--- src/rtl/mem_lsu.sv ---
// MEM-stage load/store unit: one valid/ready bus transaction per memory instruction,
// stalling the pipeline until the response returns; loads are aligned and extended.
module mem_lsu #(
    parameter int ADDR_WIDTH = 64,
    parameter int DATA_WIDTH = 64
) (
    input  logic                  clk,
    input  logic                  rst,
    input  logic                  inst_load,
    input  logic                  inst_store,
    input  logic [1:0]            mem_size,
    input  logic                  load_unsigned,
    input  logic [ADDR_WIDTH-1:0] eff_addr,
    input  logic [DATA_WIDTH-1:0] store_data,
    output logic                  req_valid,
    input  logic                  req_ready,
    output logic                  req_wen,
    output logic [ADDR_WIDTH-1:0] req_addr,
    output logic [7:0]            req_wstrb,
    output logic [DATA_WIDTH-1:0] req_wdata,
    input  logic                  resp_valid,
    input  logic [DATA_WIDTH-1:0] resp_rdata,
    output logic                  lsu_stall,
    output logic                  lsu_done,
    output logic [DATA_WIDTH-1:0] lsu_odata,
    output logic                  lsu_misalign
);

    typedef enum logic [1:0] {StIdle, StReq, StWait, StDone} state_t;

    state_t          state_q, state_d;
    logic [1:0]      size_q;
    logic            uns_q;
    logic [2:0]      off_q;
    logic            mem_op;
    logic            misaligned;
    logic            accept;
    logic [7:0]      base_strb;
    logic [DATA_WIDTH-1:0] shifted;
    logic [DATA_WIDTH-1:0] load_val;

    assign mem_op = inst_load | inst_store;

    always_comb begin
        misaligned = 1'b0;
        base_strb  = 8'h01;
        unique case (mem_size)
            2'b00: begin misaligned = 1'b0;             base_strb = 8'h01; end
            2'b01: begin misaligned = eff_addr[0];      base_strb = 8'h03; end
            2'b10: begin misaligned = |eff_addr[1:0];   base_strb = 8'h0F; end
            2'b11: begin misaligned = |eff_addr[2:0];   base_strb = 8'hFF; end
            default: ;
        endcase
    end

    assign accept       = (state_q == StIdle) && mem_op && !misaligned;
    assign lsu_misalign = (state_q == StIdle) && mem_op && misaligned;
    assign lsu_stall    = accept || (state_q == StReq) || (state_q == StWait);
    assign lsu_done     = (state_q == StDone);
    assign req_valid    = (state_q == StReq);

    always_comb begin
        state_d = state_q;
        unique case (state_q)
            StIdle: if (accept) state_d = StReq;
            StReq:  if (req_ready) state_d = StWait;
            StWait: if (resp_valid) state_d = StDone;
            StDone: state_d = StIdle;
            default: state_d = StIdle;
        endcase
    end

    // Select the addressed lanes and extend from the top bit of the access size.
    always_comb begin
        shifted  = resp_rdata >> {off_q, 3'b000};
        load_val = shifted;
        unique case (size_q)
            2'b00: load_val = uns_q ? {56'd0, shifted[7:0]} : {{56{shifted[7]}}, shifted[7:0]};
            2'b01: load_val = uns_q ? {48'd0, shifted[15:0]} : {{48{shifted[15]}}, shifted[15:0]};
            2'b10: load_val = uns_q ? {32'd0, shifted[31:0]} : {{32{shifted[31]}}, shifted[31:0]};
            2'b11: load_val = shifted;
            default: ;
        endcase
    end

    always_ff @(posedge clk or posedge rst) begin
        if (rst) begin
            state_q   <= StIdle;
            req_wen   <= 1'b0;
            req_addr  <= '0;
            req_wstrb <= 8'h00;
            req_wdata <= '0;
            size_q    <= 2'b00;
            uns_q     <= 1'b0;
            off_q     <= 3'b000;
            lsu_odata <= '0;
        end else begin
            state_q <= state_d;
            if (accept) begin
                req_wen   <= inst_store;
                req_addr  <= {eff_addr[ADDR_WIDTH-1:3], 3'b000};
                req_wstrb <= inst_store ? (base_strb << eff_addr[2:0]) : 8'h00;
                req_wdata <= store_data << {eff_addr[2:0], 3'b000};
                size_q    <= mem_size;
                uns_q     <= load_unsigned;
                off_q     <= eff_addr[2:0];
            end
            if ((state_q == StWait) && resp_valid && !req_wen) begin
                lsu_odata <= load_val;
            end
        end
    end

endmodule

--- config.mk ---
export PLATFORM = sky130hd
export DESIGN_NAME = mem_lsu
export DESIGN_NICKNAME = d
export VERILOG_FILES = /design/src/rtl/mem_lsu.sv
export SDC_FILE = /design/constraint.sdc
export NUM_CORES = 1
export LEC_CHECK = 0
export ABC_AREA = 1
export CORE_UTILIZATION = 46
export DETAILED_ROUTE_END_ITERATION = 10
export PLACE_DENSITY = 0.77
export SETUP_SLACK_MARGIN = 0.3
export SYNTH_ARGS = -nofsm -noshare
export SYNTH_HDL_FRONTEND = slang
export SYNTH_SLANG_ARGS = --single-unit
--- constraint.sdc ---
create_clock -name clk -period 8.73 [get_ports clk]
set_clock_uncertainty 0.05 [all_clocks]
set_input_delay 2.619 -clock clk [delete_from_list [all_inputs] [get_ports clk]]
set_output_delay 2.619 -clock clk [all_outputs]
set_load 0.05 [all_outputs]
==> results.rst, run 1 <==
.. list-table::
   :header-rows: 1

   * - Metric
     - Value
   * - Final weighted congestion in routability-driven placement
     - 0.962
   * - Worst Min Path Start
     - req_wdata[55]
   * - Number of design-rule violations left by the first detailed-router iteration
     - 1258
   * - Pwr dens
     - 423 nW/um^2
   * - Setup TNS after final layout
     - 0 ns
   * - Maximum clock rate
     - 145 MHz
   * - Worst Hold End
     - req_wdata[55]
   * - Mapped cell area
     - 11700 um^2
   * - Area growth, synth to finish
     - 40.3%
   * - Number of slew-limit violations in the final report
     - 0
   * - Final Setup Violations
     - 0
   * - Share of the yosys chip area belonging to registers
     - 44.2%
   * - Top cell type by total area after synthesis
     - dfrtp_1
   * - Required time worst endpoint
     - 6.06 ns
   * - Ys Warns
     - 0
   * - Ratio of final minimum period to clock period
     - 79.0%
   * - Chip Width
     - 161 um
   * - Number of hold violations in the final report
     - 0
   * - Avg Vias per Cell
     - 5.45
   * - Biggest cell delay along the critical path
     - 0.49 ns
   * - Depth of the worst hold-timing path
     - 2
   * - Reg-to-reg critical path startpoint
     - off_q[1]
   * - Number of global-route vias before repair
     - 11.8k
   * - Minimum setup slack among reg-to-reg paths
     - 5.14 ns
   * - Global-route wire length before repair
     - 65.3 mm
   * - Number of iterations in the first detailed-routing pass
     - 6
   * - Area share of the largest cell type after synthesis
     - 44.2%
   * - Post-layout min period
     - 6.90 ns
   * - Total overflow reported by the global router
     - 0
   * - I/O Pins
     - 406
   * - Post-DP HPWL
     - 29.8 mm
   * - Cts hold-fix bufs
     - 0
   * - Yosys reg bits
     - 206
   * - Number of vias in the routed layout
     - 12.5k
   * - Placeable core region
     - 24600 um^2
   * - CTS HTree Levels
     - 1
   * - Netlist cell types
     - 37
   * - Count of buffer and inverter cells on the critical path
     - 2
   * - Number of buffers between clock root and the deepest sink
     - 3
   * - Final layout net count
     - 2145
   * - Number of buffers added for setup after CTS
     - 0
   * - Row Count
     - 57
   * - Reg-to-reg critical path endpoint
     - lsu_odata[30]
   * - Cell family contributing the most delay on the critical path
     - simple AND/OR/NAND/NOR gates
   * - GR met3 Demand/Resource
     - 7.29%
   * - Buffers on Ports
     - 402
   * - Num Clock Sinks
     - 206
   * - Met1 routing resource usage after global routing
     - 40.2%
   * - Post-Syn Instances
     - 1619
   * - Maximum number of pins on one net before global-route repair
     - 105
   * - Detail Route Antenna Nets
     - 0
   * - Max FO, Critical Path
     - 12
   * - LEAKAGE
     - 0.00760 uW
   * - Setup repair after global routing missed its margin
     - no
   * - Effective utilization at floorplan
     - 47.4%
   * - Worst setup SP type
     - input pin
   * - Cells taking the most area after synthesis
     - dfrtp_1, nand2_1, nand3_1
   * - Syn Area/Cell
     - 7.21 um^2
   * - DRT Wirelength
     - 42.4 mm
   * - Min-delay worst type
     - flip-flop to flip-flop
   * - Root cell of the clock tree
     - clkbuf_16
   * - Slowest-stage cell, CP
     - clkdlybuf4s50_1
   * - Clock tree from TritonCTS
     - done
   * - Arr. time, crit path
     - 4.23 ns
   * - Commonest non-fill, non-tap cell in the layout
     - nand2_1
   * - Initial antenna violation count
     - 4
   * - Run status
     - completed
   * - Overall fraction of global-route tracks in use
     - 32.2%
   * - Hold Slack
     - 0.428 ns
   * - Most frequent cells in the layout
     - nand2_1, clkdlybuf4s50_1, dfrtp_1
   * - Gr busiest metal
     - met2
   * - Nature of the critical path endpoint
     - primary output
   * - Final routed wire length divided by cell count
     - 18.5 um
   * - Vertical extent of the die
     - 161 um
   * - Max_slew headroom
     - 17.3%
   * - Proportion of layout cells with a drive suffix above 1
     - 4.70%
   * - Measured slew at the worst slew-check pin
     - 1.24 ns
   * - Clock-pin slew on the worst setup and hold paths
     - 0.06 ns
   * - Startpoint-to-endpoint class of the critical path
     - input pin to primary output
   * - Met2 capacity usage during global routing
     - 53.6%
   * - VDD IR-drop max
     - 0.282 mV
   * - DRC Markers
     - 0
   * - Max-cap violations
     - 0
   * - Skew-Pair Late Insertion Delay
     - 0.53 ns
   * - Die Outline Area
     - 26000 um^2
   * - Clock buffer count from CTS
     - 24
   * - Most used cell, CP
     - nand2_1
   * - Post-cts gate resize count
     - 0
   * - Depth of the worst register-to-register path
     - 8
   * - Chain of cells forming the critical path
     - clkdlybuf4s50_1, nor2_2, nand2_1, nand2_1, nand3_4, nand3_1, buf_12
## worst register-to-register path: stages, from the launching register on
cell,delay (ns)
dfrtp_2,1.07
inv_4,0.53
nand3_1,0.30
nand2_1,0.08
nand2_1,0.10
nand3_2,0.56
nand2_2,0.45
inv_2,0.18
a21oi_1,0.18
## logic make-up (layout without fill, tap and decap cells)
group | after synthesis | count (layout) | synth area share, %
and+or+nand+nor | 956 | 956 | 33.5
muxes | 20 | 20 | 1.72
buffers and inverters | 173 | 508 | 7.42
adders and majority gates | 4 | 4 | 0.429
AOI/OAI and AO/OA | 259 | 259 | 12.7
DFF | 206 | 206 | 44.2
other | 1 | 7 | 0.0321
## sequential cells by signal, summed over array words and instances (netlist names)
name / flops
state_q: 2
req_wdata: 64
uns_q: 1
req_wstrb: 8
req_wen: 1
lsu_odata: 64
req_addr: 61
size_q: 2
off_q: 3
## stage by stage
stage | cell area (um^2) | setup slack, ns | total power (uW) | cells | util [%]
floorplan | 11700 | 0.437 | 4490 | 1621 | -
global placement | 15500 | 1.92 | 5810 | 2238 | 63.2
detailed placement | 15500 | 1.84 | 5860 | 2238 | 63.2
CTS | 16400 | 1.84 | 6930 | 2280 | 66.5
global route | 16400 | 1.74 | 7290 | 2281 | 66.5
finish | 16400 | 1.83 | 6930 | 2284 | 66.5
## routing by layer
| metal | vias up | share of wire, % |
|---|---|---|
| met2 | 651 | 47 |
| met4 | 0 | 4.3 |
| li1 | 5926 | - |
| met3 | 102 | 9.4 |
| met1 | 5773 | 39 |
| met5 | - | 0 |
## where the power goes
| part | internal [uW] | leakage [uW] | switching [uW] |
|---|---|---|---|
| Clock | 628 | 0.000403 | 423 |
| Sequential | 1400 | 0.00255 | 336 |
| Combinational | 1290 | 0.00465 | 2850 |
| Total | 3320 | 0.00760 | 3610 |
## how the worst max path moves through the flow
stage                      startpoint            to  slack [ns]  cells after the start
final                     eff_addr[1]     lsu_stall        1.83                      7
after detailed placement  eff_addr[1]     lsu_stall        1.84                      7
after global routing      eff_addr[1]     lsu_stall        1.74                      7
after floorplan                   rst  lsu_odata[0]        0.44                      1
after global placement    eff_addr[1]     lsu_stall        1.92                      7
after CTS                 eff_addr[1]     lsu_stall        1.84                      7
## cell usage after synthesis, drive strengths merged
master	n
buf	87
nor2	156
o21bai	1
o211ai	30
o21ai	111
nand4	16
inv	52
o22ai	1
nor3	3
nand2	623
o31ai	35
and2	1
ha	4
or2	15
conb	1
o21a	2
clkbuf	34
a21boi	2
dfrtp	206
a21oi	72
mux2i	20
nand3	142
a31oi	2
a22oi	3
## final cells by class
| type | count | area (um^2) |
|---|---|---|
| Antenna cell | 4 | 10.0 |
| Fill cell | 2113 | 8230 |
| Clock inverter | 13 | 164 |
| Clock buffer | 29 | 659 |
| Tap cell | 324 | 405 |
| Timing Repair Buffer | 414 | 4110 |
| Sequential cell | 206 | 5160 |
| Inverter | 52 | 210 |
| Multi-Input combinational cell | 1242 | 5660 |
Power figures use the tool's default switching activity.
==> inputs of run 2 (changes only) <==
==> constraint.sdc (replaced) <==
create_clock -name clk -period 6.7 [get_ports clk]
set_clock_uncertainty 0.05 [all_clocks]
set_input_delay 2.01 -clock clk [delete_from_list [all_inputs] [get_ports clk]]
set_output_delay 2.01 -clock clk [all_outputs]
set_load 0.05 [all_outputs]
==> run 2 against run 1 <==
Against the previous run: largest power group unchanged; global-route usage rose by 0.41 points; count of clock-buffer cells in the layout rose by 1; first-iteration DRC count rose by 5.1%; clock power rose by 27%; largest cell class unchanged; core utilization barely moved; sequential power rose by 31%; register-to-register slack got worse by 1.9 ns; combinational power rose by 30%; worst hold slack improved by 0.00089 ns; via count fell by 0.16%; setup slack got worse by 0.67 ns; critical path depth fell by 1.
==> results.rst, run 2 (synthesis results as in run 1) <==
.. list-table::
   :header-rows: 1

   * - Metric
     - Value
   * - Startpoint-to-endpoint class of the critical path
     - input pin to primary output
   * - Die Outline Area
     - 26000 um^2
   * - Clock buffer count from CTS
     - 23
   * - Number of buffers between clock root and the deepest sink
     - 3
   * - Number of design-rule violations left by the first detailed-router iteration
     - 1322
   * - Avg Vias per Cell
     - 5.45
   * - Max-cap violations
     - 0
   * - Final layout net count
     - 2146
   * - Post-layout min period
     - 5.54 ns
   * - Most frequent cells in the layout
     - nand2_1, clkdlybuf4s50_1, dfrtp_1
   * - I/O Pins
     - 406
   * - Proportion of layout cells with a drive suffix above 1
     - 4.55%
   * - Setup TNS after final layout
     - 0 ns
   * - LEAKAGE
     - 0.00760 uW
   * - Min-delay worst type
     - flip-flop to flip-flop
   * - Vertical extent of the die
     - 161 um
   * - Required time worst endpoint
     - 4.64 ns
   * - Total overflow reported by the global router
     - 0
   * - Cts hold-fix bufs
     - 0
   * - Post-DP HPWL
     - 29.5 mm
   * - Final Setup Violations
     - 0
   * - Internal Power
     - 4310 uW
   * - Clock-pin slew on the worst setup and hold paths
     - 0.06 ns
   * - Relative contribution of combinational cells to total power
     - 60.1%
   * - Num Clock Sinks
     - 206
   * - Chain of cells forming the critical path
     - clkdlybuf4s50_1, inv_1, nand2_1, nand3_1, a21boi_0, buf_12
   * - Commonest non-fill, non-tap cell in the layout
     - nand2_1
   * - DRT Wirelength
     - 42.4 mm
   * - Buffers on Ports
     - 402
   * - Overall fraction of global-route tracks in use
     - 32.6%
   * - Area growth, synth to finish
     - 40.3%
   * - Skew-Pair Late Insertion Delay
     - 0.53 ns
   * - Post-cts gate resize count
     - 0
   * - Placeable core region
     - 24600 um^2
   * - Detail Route Antenna Nets
     - 0
   * - Run status
     - completed
   * - Initial antenna violation count
     - 4
   * - Root cell of the clock tree
     - clkbuf_16
   * - Chip Width
     - 161 um
   * - CTS HTree Levels
     - 1
   * - Final weighted congestion in routability-driven placement
     - 0.972
   * - Maximum number of pins on one net before global-route repair
     - 188
   * - Worst setup SP type
     - input pin
   * - Measured slew at the worst slew-check pin
     - 1.07 ns
   * - Final routed wire length divided by cell count
     - 18.6 um
   * - DRC Markers
     - 0
   * - VDD IR-drop max
     - 0.380 mV
   * - Number of buffers added for setup after CTS
     - 0
   * - Number of hold violations in the final report
     - 0
   * - Pwr dens
     - 550 nW/um^2
   * - Clock tree from TritonCTS
     - done
   * - Biggest cell delay along the critical path
     - 0.47 ns
   * - Ratio of final minimum period to clock period
     - 82.7%
   * - Number of iterations in the first detailed-routing pass
     - 6
   * - Effective utilization at floorplan
     - 47.4%
   * - Largest registers ranked by flip-flop count
     - lsu_odata (64), req_wdata (64), req_addr (61)
   * - Sw Ratio
     - 52.2%
   * - Number of global-route vias before repair
     - 12.0k
   * - Number of vias in the routed layout
     - 12.4k
   * - Slowest-stage cell, CP
     - clkdlybuf4s50_1
   * - Global-route wire length before repair
     - 66.5 mm
   * - Number of slew-limit violations in the final report
     - 0
   * - Placed instance count
     - 2240
   * - Net load switching power
     - 4700 uW
   * - Maximum clock rate
     - 181 MHz
   * - Max FO, Critical Path
     - 5
   * - Arr. time, crit path
     - 3.48 ns
   * - Clock Power Share
     - 14.8%
   * - Max_slew headroom
     - 28.8%
   * - Nature of the critical path endpoint
     - primary output
   * - Number of non-filler instances in the completed layout
     - 2281
   * - Part of the power in registers
     - 25.1%
   * - Setup repair after global routing missed its margin
     - no
   * - Row Count
     - 57
run 2: power groups by stage:
stage                     clock, uW  sequential (uW)  combinational (uW)
after floorplan                   0             4050                1800
after global placement            0             2250                5340
after detailed placement          0             2250                5400
after CTS                      1350             2250                5410
after global routing           1400             2320                5770
final                          1330             2260                5410
run 2: layer usage:
metal	vias up	part of all wire, %	track usage (%)
met5	-	0.031	0
met4	2	4.1	13.1
met3	111	11	8.29
met2	677	47	53.8
met1	5726	38	40.8
li1	5916	-	-
run 2: path summary, 6_finish.rpt:
check	endpoint	cells after the start	slack [ns]	from
max in group asynchronous	req_addr[34]	3	3.47	rst
min in group asynchronous	req_wdata[38]	2	1.97	rst
worst min-delay path	req_addr[62]	2	0.43	req_addr[62]
worst max register to register	lsu_odata[31]	8	3.24	off_q[1]
worst min register to register	req_addr[62]	2	0.43	req_addr[62]
worst max-delay path	lsu_misalign	6	1.16	mem_size[1]
run 2: layout make-up:
class / instances / area (um^2)
Inverter: 52 / 206
Sequential cell: 206 / 5160
Timing Repair Buffer: 416 / 4160
Tap cell: 324 / 405
Fill cell: 2189 / 8230
Clock inverter: 9 / 140
Multi-Input combinational cell: 1242 / 5660
Antenna cell: 2 / 5.00
Clock buffer: 30 / 642
run 2: through the flow:
stage | hold slack [ns] | area (um^2) | utilization (%) | setup WS (ns) | power (uW)
floorplan | 0.431 | 11700 | - | 1.11 | 5840
global placement | 0.412 | 15600 | 63.4 | 1.24 | 7590
detailed placement | 0.415 | 15600 | 63.4 | 1.22 | 7650
CTS | 0.432 | 16400 | 66.5 | 1.19 | 9010
global route | 0.439 | 16400 | 66.5 | 1.13 | 9500
finish | 0.429 | 16400 | 66.6 | 1.16 | 9010
run 2: critical path: cells and delay by family:
kind,cells,cell delay [ns]
AO/OA/AOI/OAI,1,0.40
AND/OR/NAND/NOR,2,0.29
buffers and inverters,3,0.76
